### config.mk
export PLATFORM = sky130hd
export DESIGN_NAME = icache_line_fill
export DESIGN_NICKNAME = d
export VERILOG_FILES = /design/src/rtl/icache_pkg.sv /design/src/rtl/icache_line_fill_line_buf.sv /design/src/rtl/icache_line_fill.sv
export SDC_FILE = /design/constraint.sdc
export NUM_CORES = 1
export LEC_CHECK = 0
export BUFFER_PORTS_ARGS = -buffer_cell sky130_fd_sc_hd__buf_2
export CAP_MARGIN = 20
export CORE_AREA = 5 5 239 241
export CTS_BUF_LIST = sky130_fd_sc_hd__clkbuf_2 sky130_fd_sc_hd__clkbuf_4 sky130_fd_sc_hd__clkbuf_8
export DETAILED_ROUTE_END_ITERATION = 16
export DIE_AREA = 0 0 244 246
export PLACE_DENSITY_LB_ADDON = 0.25
export RECOVER_POWER = 50
export SYNTH_ARGS = -nofsm -noshare
export SYNTH_HDL_FRONTEND = slang
export SYNTH_HIERARCHICAL = 1
export SYNTH_SLANG_ARGS = --single-unit
### constraint.sdc
create_clock -name clk -period 5 [get_ports clk]
set_input_delay 0.75 -clock clk [delete_from_list [all_inputs] [get_ports clk]]
set_output_delay 0.75 -clock clk [all_outputs]
set_load 0.01 [all_outputs]
### src/rtl/icache_pkg.sv
`default_nettype none
// ============================================================================
// Module   : icache_pkg
// Purpose  : Shared constants, FSM state type and word-address helper for the
//            instruction-cache line-fill responder.
// Ports    : (package - none)
// Revision : 1.0  initial release
// ============================================================================
package icache_pkg;

  localparam int LINE_BYTES = 64;
  localparam int WORD_W     = 32;
  localparam int LINE_WORDS = LINE_BYTES / (WORD_W / 8);
  localparam int OFFSET_W   = $clog2(LINE_BYTES);
  localparam int TAG_W      = 32 - OFFSET_W;
  localparam int IDX_W      = $clog2(LINE_WORDS);

  typedef enum logic [1:0] {
    IDLE  = 2'd0,
    FETCH = 2'd1,
    RESP  = 2'd2
  } state_e;

  // Byte address of word 'idx' within the line whose base is 'base'.
  function automatic logic [31:0] line_word_addr(input logic [TAG_W-1:0] base,
                                                 input logic [IDX_W-1:0] idx);
    return {base, idx, 2'b00};
  endfunction

endpackage
`default_nettype wire

### src/rtl/icache_line_fill_line_buf.sv
`default_nettype none
// ============================================================================
// Module   : icache_line_fill_line_buf
// Purpose  : One-line return buffer: 16 x 32-bit word array plus tag/valid.
// Ports    : clk, rst_n          clock, async active-low reset
//            wr_en_i/idx/data    single-word write port into the line
//            set_i, tag_i        record the tag and mark the line valid
//            clr_i               invalidate (wins over set_i)
//            cmp_tag_i, match_o  valid && tag == cmp_tag_i
//            tag_o, line_o       stored tag and flattened line (word 0 low)
// Revision : 1.0  initial release
// ============================================================================
module icache_line_fill_line_buf
  import icache_pkg::*;
(
  input  logic                         clk,
  input  logic                         rst_n,
  input  logic                         wr_en_i,
  input  logic [IDX_W-1:0]             wr_idx_i,
  input  logic [WORD_W-1:0]            wr_data_i,
  input  logic                         set_i,
  input  logic [TAG_W-1:0]             tag_i,
  input  logic                         clr_i,
  input  logic [TAG_W-1:0]             cmp_tag_i,
  output logic                         match_o,
  output logic [TAG_W-1:0]             tag_o,
  output logic [LINE_WORDS*WORD_W-1:0] line_o
);

  logic [WORD_W-1:0] words_q [LINE_WORDS];
  logic [TAG_W-1:0]  tag_q;
  logic              valid_q;

  // Line data is a don't-care until a fill has written it, so it has no reset.
  always_ff @(posedge clk) begin
    if (wr_en_i) begin
      words_q[wr_idx_i] <= wr_data_i;
    end
  end

  // The tag is written even when clr_i suppresses valid, so a line filled in
  // the same cycle as an invalidate can still be matched for its own response.
  always_ff @(posedge clk or negedge rst_n) begin
    if (!rst_n) begin
      tag_q   <= '0;
      valid_q <= 1'b0;
    end else begin
      if (set_i) begin
        tag_q <= tag_i;
      end
      if (clr_i) begin
        valid_q <= 1'b0;
      end else if (set_i) begin
        valid_q <= 1'b1;
      end
    end
  end

  assign match_o = valid_q && (tag_q == cmp_tag_i);
  assign tag_o   = tag_q;

  for (genvar gi = 0; gi < LINE_WORDS; gi++) begin : g_flat
    assign line_o[gi*WORD_W +: WORD_W] = words_q[gi];
  end

endmodule
`default_nettype wire

### src/rtl/icache_line_fill.sv
`default_nettype none
// ============================================================================
// Module   : icache_line_fill
// Purpose  : Memory-side responder for instruction-cache line fills. Fetches
//            the 64-byte line around a miss address as 16 word reads, returns
//            it with a one-cycle ready pulse and keeps it for repeat requests.
// Ports    : clk, rst_n             clock, async active-low reset
//            req_valid, req_addr    miss request (held until served)
//            resp_ready, resp_data  one-cycle line return, word 0 low
//            bus_req/addr/ack/rdata/err  32-bit backing-bus read port
//            fill_err               one-cycle pulse when a fetch is abandoned
//            buf_inv                invalidate the return buffer
// Revision : 1.0  initial release
// ============================================================================
module icache_line_fill #(
  parameter int LINE_WORDS = 16,   // only 16 is supported
  parameter bit BUF_EN     = 1'b1
) (
  input  logic                    clk,
  input  logic                    rst_n,
  input  logic                    req_valid,
  input  logic [31:0]             req_addr,
  output logic                    resp_ready,
  output logic [32*LINE_WORDS-1:0] resp_data,
  output logic                    bus_req,
  output logic [31:0]             bus_addr,
  input  logic                    bus_ack,
  input  logic [31:0]             bus_rdata,
  input  logic                    bus_err,
  output logic                    fill_err,
  input  logic                    buf_inv
);

  import icache_pkg::*;

  state_e           state_q, state_d;
  logic [IDX_W-1:0] beat_q,  beat_d;
  logic [TAG_W-1:0] base_q,  base_d;
  logic             done_q,  done_d;   // all beats received, handing off to RESP
  logic             cool_q,  cool_d;   // first IDLE cycle after RESP

  logic [TAG_W-1:0] w_req_tag;
  logic [TAG_W-1:0] w_buf_tag;
  logic             w_buf_match;
  logic             w_hit_ok;
  logic             w_wr_en;
  logic             w_set;
  logic             w_clr;
  logic             w_unused;

  assign w_req_tag = req_addr[31:OFFSET_W];
  assign w_unused  = ^req_addr[OFFSET_W-1:0];

  if (BUF_EN) begin : g_buf_on
    assign w_hit_ok = w_buf_match;
  end else begin : g_buf_off
    assign w_hit_ok = 1'b0;
  end

  icache_line_fill_line_buf u_line_buf (
    .clk       (clk),
    .rst_n     (rst_n),
    .wr_en_i   (w_wr_en),
    .wr_idx_i  (beat_q),
    .wr_data_i (bus_rdata),
    .set_i     (w_set),
    .tag_i     (base_q),
    .clr_i     (w_clr),
    .cmp_tag_i (w_req_tag),
    .match_o   (w_buf_match),
    .tag_o     (w_buf_tag),
    .line_o    (resp_data)
  );

  assign bus_addr = line_word_addr(base_q, beat_q);

  always_ff @(posedge clk or negedge rst_n) begin
    if (!rst_n) begin
      state_q <= IDLE;
      beat_q  <= '0;
      base_q  <= '0;
      done_q  <= 1'b0;
      cool_q  <= 1'b0;
    end else begin
      state_q <= state_d;
      beat_q  <= beat_d;
      base_q  <= base_d;
      done_q  <= done_d;
      cool_q  <= cool_d;
    end
  end

  always_comb begin
    state_d    = state_q;
    beat_d     = beat_q;
    base_d     = base_q;
    done_d     = done_q;
    cool_d     = 1'b0;
    w_wr_en    = 1'b0;
    w_set      = 1'b0;
    w_clr      = buf_inv;
    bus_req    = 1'b0;
    fill_err   = 1'b0;
    resp_ready = 1'b0;

    case (state_q)
      IDLE: begin
        // The cache drops req_valid only in the cycle after resp_ready, so
        // the first IDLE cycle after RESP must ignore the still-high request.
        if (req_valid && !cool_q) begin
          // An invalidate arriving with a matching request forces a refetch.
          if (w_hit_ok && !buf_inv) begin
            state_d = RESP;
          end else begin
            base_d  = w_req_tag;
            beat_d  = '0;
            done_d  = 1'b0;
            w_clr   = 1'b1;
            state_d = FETCH;
          end
        end
      end

      FETCH: begin
        if (done_q) begin
          // Bus request is already low here; the line and tag are committed.
          done_d  = 1'b0;
          state_d = RESP;
        end else begin
          bus_req = 1'b1;
          if (bus_err) begin
            fill_err = 1'b1;
            w_clr    = 1'b1;
            beat_d   = '0;
            state_d  = IDLE;
          end else if (bus_ack) begin
            w_wr_en = 1'b1;
            beat_d  = beat_q + 1'b1;
            if (beat_q == IDX_W'(LINE_WORDS - 1)) begin
              w_set  = 1'b1;
              done_d = 1'b1;
            end
          end
        end
      end

      RESP: begin
        // Compare against the stored tag, not valid: a line invalidated on
        // its final beat is still returned once; a stale line is filtered.
        resp_ready = req_valid && (w_req_tag == w_buf_tag);
        cool_d     = 1'b1;
        state_d    = IDLE;
      end

      default: begin
        state_d = IDLE;
      end
    endcase
  end

endmodule
`default_nettype wire

## Yosys cells after proc, flatten, opt, wreduce, memory -nomap -nowiden

Memories as Yosys holds them, arrays and structs flattened.
Cells that the tools add are included.
Widths: inputs -> output; s select.

- Bits in registers: 61
- Bits in writable memories: 512
- Output and inout port bits: 547
- Word-level logic and storage cells: 72
- Memories: 1

- Add/sub/neg operators: 1
- Equal/unequal tests: 10
- Mux-type cells: 39
- Bitwise operators: 1
- Reduce and logical (&&, ||, !) cells: 13

Memory list:

| memory | words | width | read ports | clocked after memory_dff | write ports | line | RTL |
|---|---|---|---|---|---|---|---|
| u_line_buf.words_q | 16 | 32 | 16 | 0 | 1 | icache_line_fill_line_buf.sv:30 | `logic [WORD_W-1:0] words_q [LINE_WORDS];` |

Operator list:

| kind | count |
|---|---|
| $eq 26x26->1 | 2 |
| $mux 1 | 26 |
| $mux 4 | 5 |
| $mux 2 | 4 |
| $pmux 4 s2 | 1 |
| $ne 2x2->1 const B | 3 |
| $ne 3x3->1 const B | 2 |
| $reduce_and 3->1 | 2 |
| $reduce_and 5->1 | 1 |
| $add 4x1->4 const B | 1 |
| $eq 4x4->1 const B | 1 |
| $logic_and 1x1->1 | 4 |
| $pmux 1 s2 | 2 |
| $pmux 2 s2 | 1 |
| $reduce_bool 2->1 | 2 |
| $eq 2x1->1 const B | 1 |
| $eq 2x2->1 const B | 1 |
| $logic_not 1->1 | 2 |
| $logic_not 2->1 | 1 |
| $reduce_and 2->1 | 1 |
| $not 1->1 | 1 |

## Depth between registers and ports, before layout

Gate-level depths: netlist of run 1.

- Word-level depth: 8
- Mapped depth: 9

## Modules after synthesis

Netlist of run 1, hierarchy kept.

By module, submodules not included:

| module | instances | cells each | area an instance (um^2) |
|---|---|---|---|
| icache_line_fill_line_buf | 1 | 633 | 16787.4 |
| icache_line_fill | 1 | 141 | 1734.2 |

## Least setup slack after synthesis of run 1

No wires, ideal clock.

- Path type: input to register
- Start point: input bus_err
- End point: memory u_line_buf.words_q[0][0], enable pin
- Setup time: 0.501 ns
- Data arrival time: 4.247 ns
- Setup slack: 0.251 ns
- Stages on the path: 4
- Cells stage by stage: and3b_1 -> buf_6 -> nand2b_1 -> nor4_1

- Longest elaborated chain between the ends: 5

Ends and longest elaborated chain:

| element | line | RTL |
|---|---|---|
| start, declared | icache_line_fill.sv:29 | `input logic bus_err,` |
| $mux 1 | icache_line_fill.sv:131 | `if (bus_err) begin` |
| $mux 1 | icache_line_fill.sv:125 | `if (done_q) begin` |
| $mux 1 | icache_line_fill.sv:106 | `case (state_q)` |
| net w_wr_en | icache_line_fill.sv:46 | `logic w_wr_en;` |
| $mux 1 | icache_line_fill_line_buf.sv:36 | `if (wr_en_i) begin` |
| $mux 1 (not written as such) | icache_line_fill_line_buf.sv:37 | `words_q[wr_idx_i] <= wr_data_i;` |
| end, declared | icache_line_fill_line_buf.sv:30 |  |

The timed path passes the listed nets, and every way through them passes these cells.

==> impl_results.md, run 1 <==
- Reg2reg setup slack: about 2 ns
- Max rail drop VDD: around 0.20 mV
- Final instance area: around 0.024 sq mm
- Yosys warns: 6
- Post-synthesis cell type count: 38
- Pre-CTS setup slack: about 1.6 ns
- Main synth FF type: edfxtp_1
- WP data arrival: 3.27 ns
- Clk root buf: clkbuf_8
- Gr ovfl total: 0
- Largest net degree at the start of global routing: 62
- Buffers added on ports: just over 600
- Die area: around 0.06 sq mm
- Pwr/cell area: between 400 and 500 mW/mm^2
- CP max FO: around 60
- Die Width: 244 um
- Vias: between 10000 and 15000
- Setup_tns: 0 ns
- Via density: 4.61
- Yosys top cell area share: 0.830
- P_int: between 0.007 and 0.008 W
- # rows: 86
- Post-route ant nets: 0
- DR iter-0 viols: 558
- Area growth syn-to-layout: 30.5%
- Share of cells above drive strength 1: 0.354
- Initial antenna violation count: 2
- Seq pwr share: 0.546
- Max stage delay on crit path: ~2.4 ns
- Clock Power Share: 0.408
- Status: complete, but fails checks
- CTS tree: yes
- Worst setup EP type: asynchronous set/reset pin
- Num CTS Buffers: 93
- Drt wl/cell: 26.8 um
- Final period utilization: 0.655
- Post-route minimum period: about 3.3 ns
- Critical-path cell list: buf_2 -> clkbuf_1
- Worst Clk Skew: ~0.028 ns
- Element type at the critical path start: primary input
- First-pass GRT wire length: about 80000 um
- Final setup margin: approximately 1.7 ns
- Largest area contributor in the netlist: edfxtp_1
- Net Sw Power: approximately 0.0022 W
- Hpwl dp: about 42000 um
- WL final: around 60000 um
- Ports: between 600 and 700
- Cell area after synthesis: ~0.019 sq mm
- Hold Buf Count CTS: 0
- Core Area: 0.0547 sq mm
- Comb pwr share: 0.046
- Starting density of the core: 0.339
- Die Y: 246 um
- Setup bufs post-CTS: 0
- H-tree depth: 3
- Layout Nets: approximately 1600
- EDFF count, synth: between 500 and 600
- MaxCap Viol Count: 1
- Final GP Congestion: 0.799
- Slowest-stage cell, CP: clkbuf_1
- Gate Count Post-Synth: 774
- Later-pin clock latency in the skew report: between 0.6 and 0.7 ns
- Syn Area/Cell: 23.9 sq um
- Clock buffer depth: 3
- Critical path class: in -> async
- HP Class: in -> reg
- Top post-synthesis cells by area: edfxtp_1, dfrtp_1, mux2_2
- Final setup fails: 0
- Count leader, synth: edfxtp_1
- Synth Register Bits: around 570
- Largest delay share family, worst path: buffers and inverters
- Async set or reset register ratio after synthesis: 0.106
- DP Area: between 0.02 and 0.025 sq mm
- Most instantiated cells after synthesis: edfxtp_1, dfrtp_1, mux2_2
- Final Hold Vio Count: 0
- Worst slew margin: -1.27
- Critical Path RT: 5.00 ns
- Clock transition at path regs: roughly 0.060 ns
- Cts repair resizes: 0
- Slew Viols, Final: 62
- Switching power share of the total: 0.225
- Worst Tran Pin Value: ~3.4 ns
- TritonCTS Sinks: approximately 570
- F_max: roughly 310 MHz
- RSZ-0062 raised after global routing: no
- DRC viols: 0
- Antenna Cells: 0
- DRT Pass-1 Iters: 4
- Crit path buf inv count: 2
- Hold WS: between 0.3 and 0.4 ns
- Vias in the first global route: around 11000
- Violations in the final reports: capacitance limit, slew limit
- Seq/Total Area, Yosys: 0.913
- Leakage: ~8.6 nW
- Total Routing Usage GR: 0.193
## layer usage
metal	routed length (um)	GRT usage	vias to the layer above
met3	5790	0.0767	94
li1	-	-	4490
met1	23100	0.224	5326
met5	14	0	-
met4	2340	0.0836	4
met2	29700	0.319	545
## cell usage in the layout, fill, tap and decap left out, types with 7 or more instances in the layout
| cell type | instances |
|---|---|
| nor2_4 | 7 |
| nor3_2 | 8 |
| xnor2_1 | 34 |
| clkbuf_8 | 97 |
| nor2_1 | 7 |
| clkinv_2 | 10 |
| clkinv_1 | 20 |
| nand4_1 | 9 |
| buf_2 | 305 |
| mux2_2 | 52 |
| nand2_1 | 10 |
| clkbuf_4 | 29 |
| edfxtp_1 | 512 |
| buf_4 | 24 |
| clkbuf_1 | 304 |
| xor2_1 | 18 |
| dfrtp_1 | 61 |
## path summary, 6_finish.rpt
kind                                                   from                                 end  cells past startpoint
setup / recovery                                      rst_n               base_q[5]$_DFFE_PN0P_                      2
hold reg to reg                      base_q[15]$_DFFE_PN0P_              base_q[15]$_DFFE_PN0P_                      1
setup reg to reg                     state_q[0]$_DFFE_PN0P_  u_line_buf/words_q[7][8]$_DFFE_PP_                      5
min in group asynchronous                             rst_n              base_q[10]$_DFFE_PN0P_                      2
hold / removal                                      bus_err              state_q[0]$_DFFE_PN0P_                      2
max in group clk           u_line_buf/tag_o[24]$_DFFE_PN0P_                          resp_ready                      5
## cell families (layout without fill, tap and decap cells)
logic type | after synthesis | after routing | share of synthesized area
flops | 573 | 573 | 0.913
simple gates | 70 | 70 | 0.0214
mux | 53 | 53 | 0.0322
xor+xnor | 52 | 52 | 0.0246
compound gates | 12 | 12 | 0.00426
buf+inv | 12 | 804 | 0.00419
fa+ha+maj | 1 | 1 | 0.000675
other cells | 1 | 2 | 0.000202
## layout make-up
cell class,count,area (sq um)
repair buffers,634,2870
clock inverters,42,318
fillers,4931,30500
well taps,704,881
multi-input cells,190,1650
flip-flops and latches,573,16900
clock buffers,126,1550
inverters,2,7.51
## stage by stage
stage	utilization	power, W	std cells
floorplan	-	0.00567	775
global placement	0.415	0.00597	2103
detailed placement	0.415	0.00598	2103
CTS	0.449	0.0100	2271
global route	0.442	0.0103	2271
finish	0.442	0.00990	2271
## power by group through the flow
| stage | sequential [W] | combinational [W] | clock, W |
|---|---|---|---|
| floorplan | 0.00554 | 0.000138 | 0 |
| global placement | 0.00550 | 0.000473 | 0 |
| detailed placement | 0.00551 | 0.000475 | 0 |
| CTS | 0.00541 | 0.000477 | 0.00416 |
| global route | 0.00542 | 0.000495 | 0.00437 |
| finish | 0.00541 | 0.000455 | 0.00404 |
## flip-flops by register name, summed over array words and instances (netlist names)
name and cells:
u_line_buf/words_q 512, beat_q 4, cool_q 1, u_line_buf/tag_o 26
base_q 26, u_line_buf/valid_q 1, state_q 2, done_q 1
No activity file was read; power rests on OpenSTA's default activity.
==> run 2: changes to the inputs <==
--- a/config.mk
+++ b/config.mk
@@ -7,10 +7,10 @@
 export LEC_CHECK = 0
 export BUFFER_PORTS_ARGS = -buffer_cell sky130_fd_sc_hd__buf_2
 export CAP_MARGIN = 20
-export CORE_AREA = 5 5 239 241
+export CORE_AREA = 5 5 237 239
 export CTS_BUF_LIST = sky130_fd_sc_hd__clkbuf_2 sky130_fd_sc_hd__clkbuf_4 sky130_fd_sc_hd__clkbuf_8
 export DETAILED_ROUTE_END_ITERATION = 16
-export DIE_AREA = 0 0 244 246
+export DIE_AREA = 0 0 242 244
 export PLACE_DENSITY_LB_ADDON = 0.25
 export RECOVER_POWER = 50
 export SYNTH_ARGS = -nofsm -noshare
==> constraint.sdc (replaced) <==
create_clock -name clk -period 2.89 [get_ports clk]
set_input_delay 0.4335 -clock clk [delete_from_list [all_inputs] [get_ports clk]]
set_output_delay 0.4335 -clock clk [all_outputs]
set_load 0.01 [all_outputs]
==> run 2 against run 1 <==
The flow still finishes with violations (capacitance limit, slew limit). Highest routed layer unchanged. Largest power group unchanged. Sequential share of layout area down 1.4 points. Critical path depth up 4. Sequential power is 73% higher. Via count grew 0.53%. Clock power up 80%. Power increased by 77%. Non-clock buffer count up 37. Clock skew rose by 0.0050 ns. First-iteration DRC count up 25%.
==> impl_results.md, run 2 (synthesis gave the netlist of run 1 again) <==
- Final setup fails: 0
- Num CTS Buffers: between 90 and 100
- Crit Reg-Reg Startpoint: u_line_buf/tag_o[20]$_DFFE_PN0P_
- Pre-CTS setup slack: between 0.1 and 0.15 ns
- # rows: 85
- Max rail drop VDD: between 0.3 and 0.4 mV
- DRC viols: 0
- Hold path cells: 2
- Clock buffer depth: 3
- CP max FO: 3
- Max reg flops: 512
- RSZ-0062 raised after global routing: no
- Worst Tran Pin Value: about 1.8 ns
- Final GP Congestion: about 0.8
- Leakage: 8.85 nW
- Final Hold Vio Count: 0
- Drt wl/cell: 26.4 um
- Total Routing Usage GR: 0.196
- H-tree depth: 3
- Hold_sp: req_addr[12]
- Hold WS: between 0.06 and 0.07 ns
- Worst Clk Skew: 0.0335 ns
- Crit path buf inv count: 2
- Fill cells: about 4700
- Worst slew margin: -0.200
- Final setup margin: slightly above 0.2 ns
- DRT Pass-1 Iters: 7
- WL final: ~61000 um
- Status: complete, but fails checks
- Critical Path RT: 2.46 ns
- Slew Viols, Final: 32
- P_int: 0.0136 W
- Net Sw Power: ~0.0039 W
- Worst setup EP type: primary output
- Top cell by count, worst path: nor4_1
- Leading cell types in the layout, fill and taps excluded: edfxtp_1, clkbuf_1, buf_2
- F_max: between 300 and 400 MHz
- Starting density of the core: 0.346
- Ports: approximately 620
- Largest net degree at the start of global routing: 33
- Hold Buf Count CTS: 28
- Cts repair resizes: 0
- Area growth syn-to-layout: 33.3%
- Via density: around 4.6
- Max stage delay on crit path: around 0.4 ns
- Hpwl dp: ~42000 um
- Buffers added on ports: between 600 and 700
- Design Power: 0.0175 W
- Reg2reg setup slack: around 0.29 ns
- Largest delay share family, worst path: simple AND/OR/NAND/NOR gates
- HP Class: in -> reg
- Gr ovfl total: 0
- Slowest-stage cell, CP: dfrtp_1
- First-pass GRT wire length: approximately 83000 um
- Die Y: between 200 and 250 um
- Die area: a little under 0.06 sq mm
- Share of cells above drive strength 1: 0.351
- Post-route ant nets: 0
- Reg2reg path depth: 8
- Later-pin clock latency in the skew report: 0.70 ns
- Clock transition at path regs: around 0.06 ns
- Critical-path cell list: xor2_1 -> nor4_1 -> buf_4 -> nand4_1 -> nor4_1 -> buf_2
- Core Area: ~0.054 sq mm
- Clock Power Share: 0.416
- Critical path class: reg -> out
- Element type at the critical path start: flop
- Setup bufs post-CTS: 0
- DR iter-0 viols: 700
- Pwr/cell area: 709 mW/mm^2
- Initial antenna violation count: 1
- MaxCap Viol Count: 1
- Largest register by flop count: u_line_buf/words_q
- Vias in the first global route: 10900
- Comb pwr share: 0.048
- Clk root buf: clkbuf_8
- TritonCTS Sinks: about 570
- WP depth: 6
- Seq pwr share: 0.536
- WP data arrival: ~2.3 ns
- Switching power share of the total: 0.222
- Vias: about 11000
- Layout Nets: 1600
- End of the worst register-to-register path: base_q[5]$_DFFE_PN0P_
- Worst Hold Endpoint: base_q[6]$_DFFE_PN0P_
- Post-route minimum period: 2.68 ns
- CTS tree: yes
- Violations in the final reports: capacitance limit, slew limit
- Final period utilization: 0.928
- Die Width: 242 um
- Commonest non-fill, non-tap cell in the layout: edfxtp_1
## run 2: changes by cell type in the layout (fill, tap and decap cells not counted), moves of 3 or more
cell           delta
buf_12            +5
buf_4             +3
bufinv_16         +4
clkbuf_4          -4
clkinvlp_4        -3
dlygate4sd3_1    +28
## run 2: layout make-up
cell class                      count  area [sq um]  share of cell area
Sequential cell                   573         16900               0.685
Timing Repair Buffer              671          3280               0.133
Multi-Input combinational cell    190          1680              0.0679
Clock buffer                      122          1520              0.0617
Tap cell                          696           871              0.0353
Clock inverter                     44           425              0.0172
Inverter                            2          7.51            0.000304
Antenna cell                        1          2.50            0.000101
## run 2: power by group through the flow
stage | registers (W) | logic, W | clock network, W
global route | 0.00940 | 0.000904 | 0.00786
global placement | 0.00954 | 0.000824 | 0
CTS | 0.00938 | 0.000869 | 0.00745
detailed placement | 0.00954 | 0.000838 | 0
finish | 0.00938 | 0.000831 | 0.00728
floorplan | 0.00958 | 0.000246 | 0
## run 2: how the worst max path moves through the flow
stage	from	end	slack, ns
2_1_floorplan	state_q[1]$_DFFE_PN0P_	u_line_buf/words_q[6][0]$_DFFE_PP_	-0.96
3_3_place_gp	req_addr[9]	base_q[5]$_DFFE_PN0P_	0.12
3_5_place_dp	req_addr[26]	base_q[22]$_DFFE_PN0P_	0.11
4_1_cts	u_line_buf/tag_o[24]$_DFFE_PN0P_	resp_ready	0.11
5_1_grt	u_line_buf/tag_o[24]$_DFFE_PN0P_	resp_ready	0.07
6_report	u_line_buf/tag_o[24]$_DFFE_PN0P_	resp_ready	0.21
## run 2: through the flow
stage | cell area, sq um | util | TNS [ns] | std cells
after floorplan | 18600 | - | -210.38 | 775
after global placement | 22800 | 0.426 | 0 | 2104
after detailed placement | 22800 | 0.426 | 0 | 2104
after CTS | 25100 | 0.468 | 0 | 2298
after global routing | 24700 | 0.460 | 0 | 2298
final | 24700 | 0.460 | 0 | 2299
## run 2: per-layer routing
metal / GRT usage / share of wire / wire [um] / vias to the layer above
met5: 0 / 0.00012 / 7 / -
met4: 0.0732 / 0.028 / 1690 / 2
met3: 0.0801 / 0.097 / 5900 / 88
met2: 0.345 / 0.52 / 31400 / 519
met1: 0.214 / 0.36 / 21600 / 5328
li1: - / - / - / 4577
